==> src/rtl/acc_sched_pkg.sv <==
// Shared types and default widths for the accumulator scheduler.
package acc_sched_pkg;

  localparam int unsigned N_DEF  = 4;
  localparam int unsigned W_DEF  = 8;
  localparam int unsigned SW_DEF = 16;
  localparam int unsigned CW_DEF = 8;

  typedef enum logic [2:0] {
    IDLE,
    BURST,
    DRAIN,
    RESULT,
    CLEAR
  } acc_state_e;

endpackage

==> src/rtl/rr_arbiter.sv <==
// Combinational round-robin pick: first set request at or after ptr, wrapping.
module rr_arbiter #(
  parameter  int unsigned N  = 4,
  localparam int unsigned IW = $clog2(N)
) (
  input  logic [N-1:0]  req,
  input  logic [IW-1:0] ptr,
  output logic          gnt_valid,
  output logic [IW-1:0] gnt_id
);

  logic [IW-1:0] idx;

  always_comb begin
    gnt_valid = 1'b0;
    gnt_id    = '0;
    idx       = '0;
    for (int unsigned k = 0; k < N; k++) begin
      idx = IW'((32'(ptr) + k) % N);
      if (!gnt_valid && req[idx]) begin
        gnt_valid = 1'b1;
        gnt_id    = idx;
      end
    end
  end

endmodule

==> src/rtl/acc_sched.sv <==
// Round-robin scheduler sharing one external accumulator between N burst
// requesters; returns each burst's final sum tagged with requester id and count.
module acc_sched
  import acc_sched_pkg::*;
#(
  parameter  int unsigned N  = N_DEF,
  parameter  int unsigned W  = W_DEF,
  parameter  int unsigned SW = SW_DEF,
  parameter  int unsigned CW = CW_DEF,
  localparam int unsigned IW = $clog2(N)
) (
  input  logic            clk,
  input  logic            rst,
  input  logic [N-1:0]    req_valid,
  input  logic [N*W-1:0]  req_data,
  input  logic [N-1:0]    req_last,
  output logic [N-1:0]    req_ready,
  output logic [W-1:0]    acc_in,
  output logic            acc_clr,
  input  logic [SW-1:0]   acc_sum,
  output logic            res_valid,
  input  logic            res_ready,
  output logic [IW-1:0]   res_id,
  output logic [SW-1:0]   res_sum,
  output logic [CW-1:0]   res_count
);

  acc_state_e    state;
  logic [IW-1:0] gnt_id;
  logic [IW-1:0] rr_ptr;
  logic [CW-1:0] count;
  logic          arb_valid;
  logic [IW-1:0] arb_id;
  logic          accept;
  logic [W-1:0]  gnt_data;

  rr_arbiter #(.N(N)) u_arb (
    .req       (req_valid),
    .ptr       (rr_ptr),
    .gnt_valid (arb_valid),
    .gnt_id    (arb_id)
  );

  // Ready and the accumulator input are decoded from registered state so a
  // non-accept cycle feeds zero and the accumulator simply holds.
  always_comb begin
    req_ready = '0;
    if (state == BURST) req_ready[gnt_id] = 1'b1;
    gnt_data = req_data[32'(gnt_id)*W +: W];
    accept   = (state == BURST) && req_valid[gnt_id];
    acc_in   = accept ? gnt_data : '0;
  end

  assign acc_clr   = rst | (state == CLEAR);
  assign res_count = count;

  always_ff @(posedge clk or posedge rst) begin
    if (rst) begin
      state     <= IDLE;
      gnt_id    <= '0;
      rr_ptr    <= '0;
      count     <= '0;
      res_valid <= 1'b0;
      res_id    <= '0;
      res_sum   <= '0;
    end else begin
      case (state)
        IDLE: begin
          if (arb_valid) begin
            gnt_id <= arb_id;
            rr_ptr <= (arb_id == IW'(N - 1)) ? '0 : arb_id + 1'b1;
            count  <= '0;
            state  <= BURST;
          end
        end
        BURST: begin
          if (accept) begin
            if (count != '1) count <= count + 1'b1;
            if (req_last[gnt_id]) state <= DRAIN;
          end
        end
        DRAIN: begin
          res_sum   <= acc_sum;
          res_id    <= gnt_id;
          res_valid <= 1'b1;
          state     <= RESULT;
        end
        RESULT: begin
          if (res_ready) begin
            res_valid <= 1'b0;
            state     <= CLEAR;
          end
        end
        CLEAR:   state <= IDLE;
        default: state <= IDLE;
      endcase
    end
  end

endmodule

==> config.mk <==
export PLATFORM = sky130hd
export DESIGN_NAME = acc_sched
export DESIGN_NICKNAME = d
export VERILOG_FILES = /design/src/rtl/acc_sched_pkg.sv /design/src/rtl/rr_arbiter.sv /design/src/rtl/acc_sched.sv
export SDC_FILE = /design/constraint.sdc
export NUM_CORES = 1
export LEC_CHECK = 0
export ABC_AREA = 1
export CAP_MARGIN = 20
export CORE_MARGIN = 2
export CORE_UTILIZATION = 39
export DETAILED_ROUTE_END_ITERATION = 10
export GPL_TIMING_DRIVEN = 0
export PLACE_DENSITY = 0.77
export SETUP_SLACK_MARGIN = 0.4
export SLEW_MARGIN = 20
export SYNTH_ARGS = -nofsm -noshare
export SYNTH_HDL_FRONTEND = slang
export SYNTH_HIERARCHICAL = 1
export SYNTH_SLANG_ARGS = --single-unit
==> constraint.sdc <==
create_clock -name clk -period 1.75 [get_ports clk]
set_clock_uncertainty 0.1 [all_clocks]
set_input_delay 0.35 -clock clk [delete_from_list [all_inputs] [get_ports clk]]
set_output_delay 0.35 -clock clk [all_outputs]
set_load 0.01 [all_outputs]
==> out/results.ini <==
[outcome]
outcome=finished, violations left
violations=negative setup slack

[sta]
fin_hold_ws_ns=0.107
setup_tns_ns=-4.11
finalSetupViolations=26
fin_crit_sh_pct=115
period_minus_slack_ns=2.01
maxSlewHeadroom_pct=44.8
max_freq_mhz=499
finalHoldViolCount=0
rsz0062_at_grt=yes
slew_violations=0
layout_setup_ws_ns=-0.256
worst_slew_pin_slew_ns=0.824

[layout]
regArea_sq_um=855
multi_input_area_sq_mm=0.00177
nFillCells=406
drive_gt1_share_pct=48.5
final_cells=527
area_growth_pct=84.8
fin_nets=512
n_antenna_cell=0

[routing]
drt-vias-per-instance=4.93
routed-via-count=2596
route.detailed.drc=0
antenna_left=0
drt_first_iter_violations=80
wl_per_cell_um=14.4
dr.pass1.iters=4
wirelength_um=7570

[grt]
grt_use_total_pct=23.7
antenna_found_initial=0
grt_pass1_wl_um=12300
grt_max_degree=18
grt_pass1_vias=2698
overflow=0

[synthesis]
syn_nets=366
yosys.area.top_type=dfrtp_1
synth_common_cells=nand2_1, dfrtp_1, inv_1
netlist.area_leader.share_pct=36.3
synth_mux_area_share_pct=7.85
synth-seq-cells=34
ys_types=30
yosysMostFrequentCell=nand2_1
synth_compound_area_share_pct=7.85
synth_top_family_by_area=simple AND/OR/NAND/NOR gates
ys_seq_area_share_pct=36.3
synth_area_per_cell_sq_um=7.68
synth-adder-area-share_pct=1.07
netlist_instances=305
ys_top_cells_by_area=dfrtp_1, nand2_1, mux2_2
synth.cell_area_sq_mm=0.00234
ys_warn_count=6
synth-xor-area-share_pct=0
async_reset_ff_share_pct=100
ys.flop_type=dfrtp_1
synth-edff-count=0
synthSimpleGateAreaFrac_pct=38.9

[floorplan]
die_h_um=81.5
row_count=28
ios=99
die_area_sq_mm=0.00664
core_sq_mm=0.00585
start_util_pct=40.1
dieWidth_um=81.5

[cts]
cts_buffer_depth=2
cts_hold_buf=0
cts_root_buf=clkbuf_8
clk_pin_slew_ns=0.07
cts_sinks=34
cts_tree=built
cts_made_buffers=5
clock_latency_ns=0.29
cts_max_level=2

[worst_setup_path]
crit_path_end_kind=output port
critPathRequiredTime_ns=1.30
worst-setup-path-type=flip-flop to output port
reg2reg_depth=13
critPathLaunchType=flip-flop
reg2reg_to=state[1]
r2r_start=rr_ptr[0]
r2r_slack_ns=-0.16
cp.arrival_ns=1.56
cp_max_fo=8

[pwr]
power_uw=7400
cellPowerDensity_mw_per_mm2=1710
p_leak_uw=0.00205
ir_drop_v=0.000886

[worst_hold_path]
hold_path.class=input port to async pin

[place]
dp_hpwl_um=4810
gp_congestion=0.902
dp_slack_ns=-1.06
numPortBuffers=98
dp_cells=478

[flow_run]
max_cap_violations=0

==> worst max-delay path by stage <==
| stage | endpoint | start |
|---|---|---|
| final | acc_in[4] | gnt_id[0] |
| after global routing | acc_in[1] | gnt_id[0] |
| after CTS | acc_in[6] | gnt_id[0] |
| after detailed placement | acc_clr | rst |
| after global placement | acc_clr | rst |
| after floorplan | state[0] | rr_ptr[0] |
==> per-stage QoR <==
| step | util (%) | instance area (sq um) |
|---|---|---|
| 4_1_cts | 72.3 | 4230 |
| 3_3_place_gp | 63.0 | 3690 |
| 6_report | 74.0 | 4330 |
| 2_1_floorplan | - | 2610 |
| 3_5_place_dp | 63.0 | 3690 |
| 5_1_grt | 74.0 | 4330 |
==> state kept, by name, indices dropped and copies added (netlist names) <==
signal	cells
res_sum	16
res_count	8
state	3
gnt_id	2
res_id	2
rr_ptr	2
res_valid	1
==> critical path, stage by stage, from the launching register on <==
cell and delay [ns]:
dfrtp_1 0.35, buf_6 0.15, buf_6 0.11, nand2_2 0.04, nand2_2 0.08, nand2_4 0.06
nand2_4 0.09, nand2_8 0.11, a31oi_4 0.17, buf_6 0.12
==> layout by cell type, fill, tap and decap left out, types with 3 or more instances in the layout <==
cell and count:
buf_12 3, nand4_1 7, buf_2 23, nand3_2 6, clkbuf_8 6, inv_1 19, nor2_1 20, dlygate4sd2_1 4
a31oi_2 7, inv_2 8, a21oi_1 3, nor3_4 3, nand3_1 12, nand3_4 10, nand2_1 71, buf_4 25
mux2_4 16, a21oi_2 3, dfrtp_1 31, o21ai_0 3, dfrtp_2 3, o21ai_1 3, a31oi_4 6, clkbuf_2 9
nor2_4 4, buf_6 25, clkdlybuf4s50_1 53, nand2_2 30, nand2_4 9
==> routing by layer <==
metal | wire length [um] | GRT usage [%] | up-vias
li1 | - | - | 1296
met1 | 2990 | 27.7 | 1205
met2 | 3960 | 43.5 | 89
met3 | 558 | 5.05 | 6
met4 | 61 | 6.27 | 0
met5 | 0 | 0 | -
==> power by group <==
| part | total (uW) | switching, uW | internal [uW] | leakage (uW) |
|---|---|---|---|---|
| logic | 5320 | 2790 | 2530 | 0.00157 |
| clock network | 723 | 303 | 419 | 0.0000579 |
| registers | 1350 | 247 | 1110 | 0.000418 |
==> layout make-up <==
cell class,count,share of cell area (%)
Clock buffer,5,1.59
Inverter,33,3.52
Sequential cell,34,19.7
Multi-Input combinational cell,228,40.9
Timing Repair Buffer,138,27.9
Tap cell,75,2.17
Timing Repair inverter,1,0.116
Clock inverter,3,0.924
Buffer,10,3.21
==> cells by family (layout without fill, tap and decap cells) <==
family          Yosys count  after routing
simple gates            178            178
buf+inv                  43            190
flops                    34             34
compound gates           32             32
mux                      16             16
fa+ha+maj                 2              2
==> repair_timing <==
item | CTS | global route
resized for setup | 214 | 54
setup endpoints to repair | 70 | 63
pin swaps | 19 | 16
cloned | 3 | 0
setup buffers | 28 | 10
(Power assumes the default switching activity.)
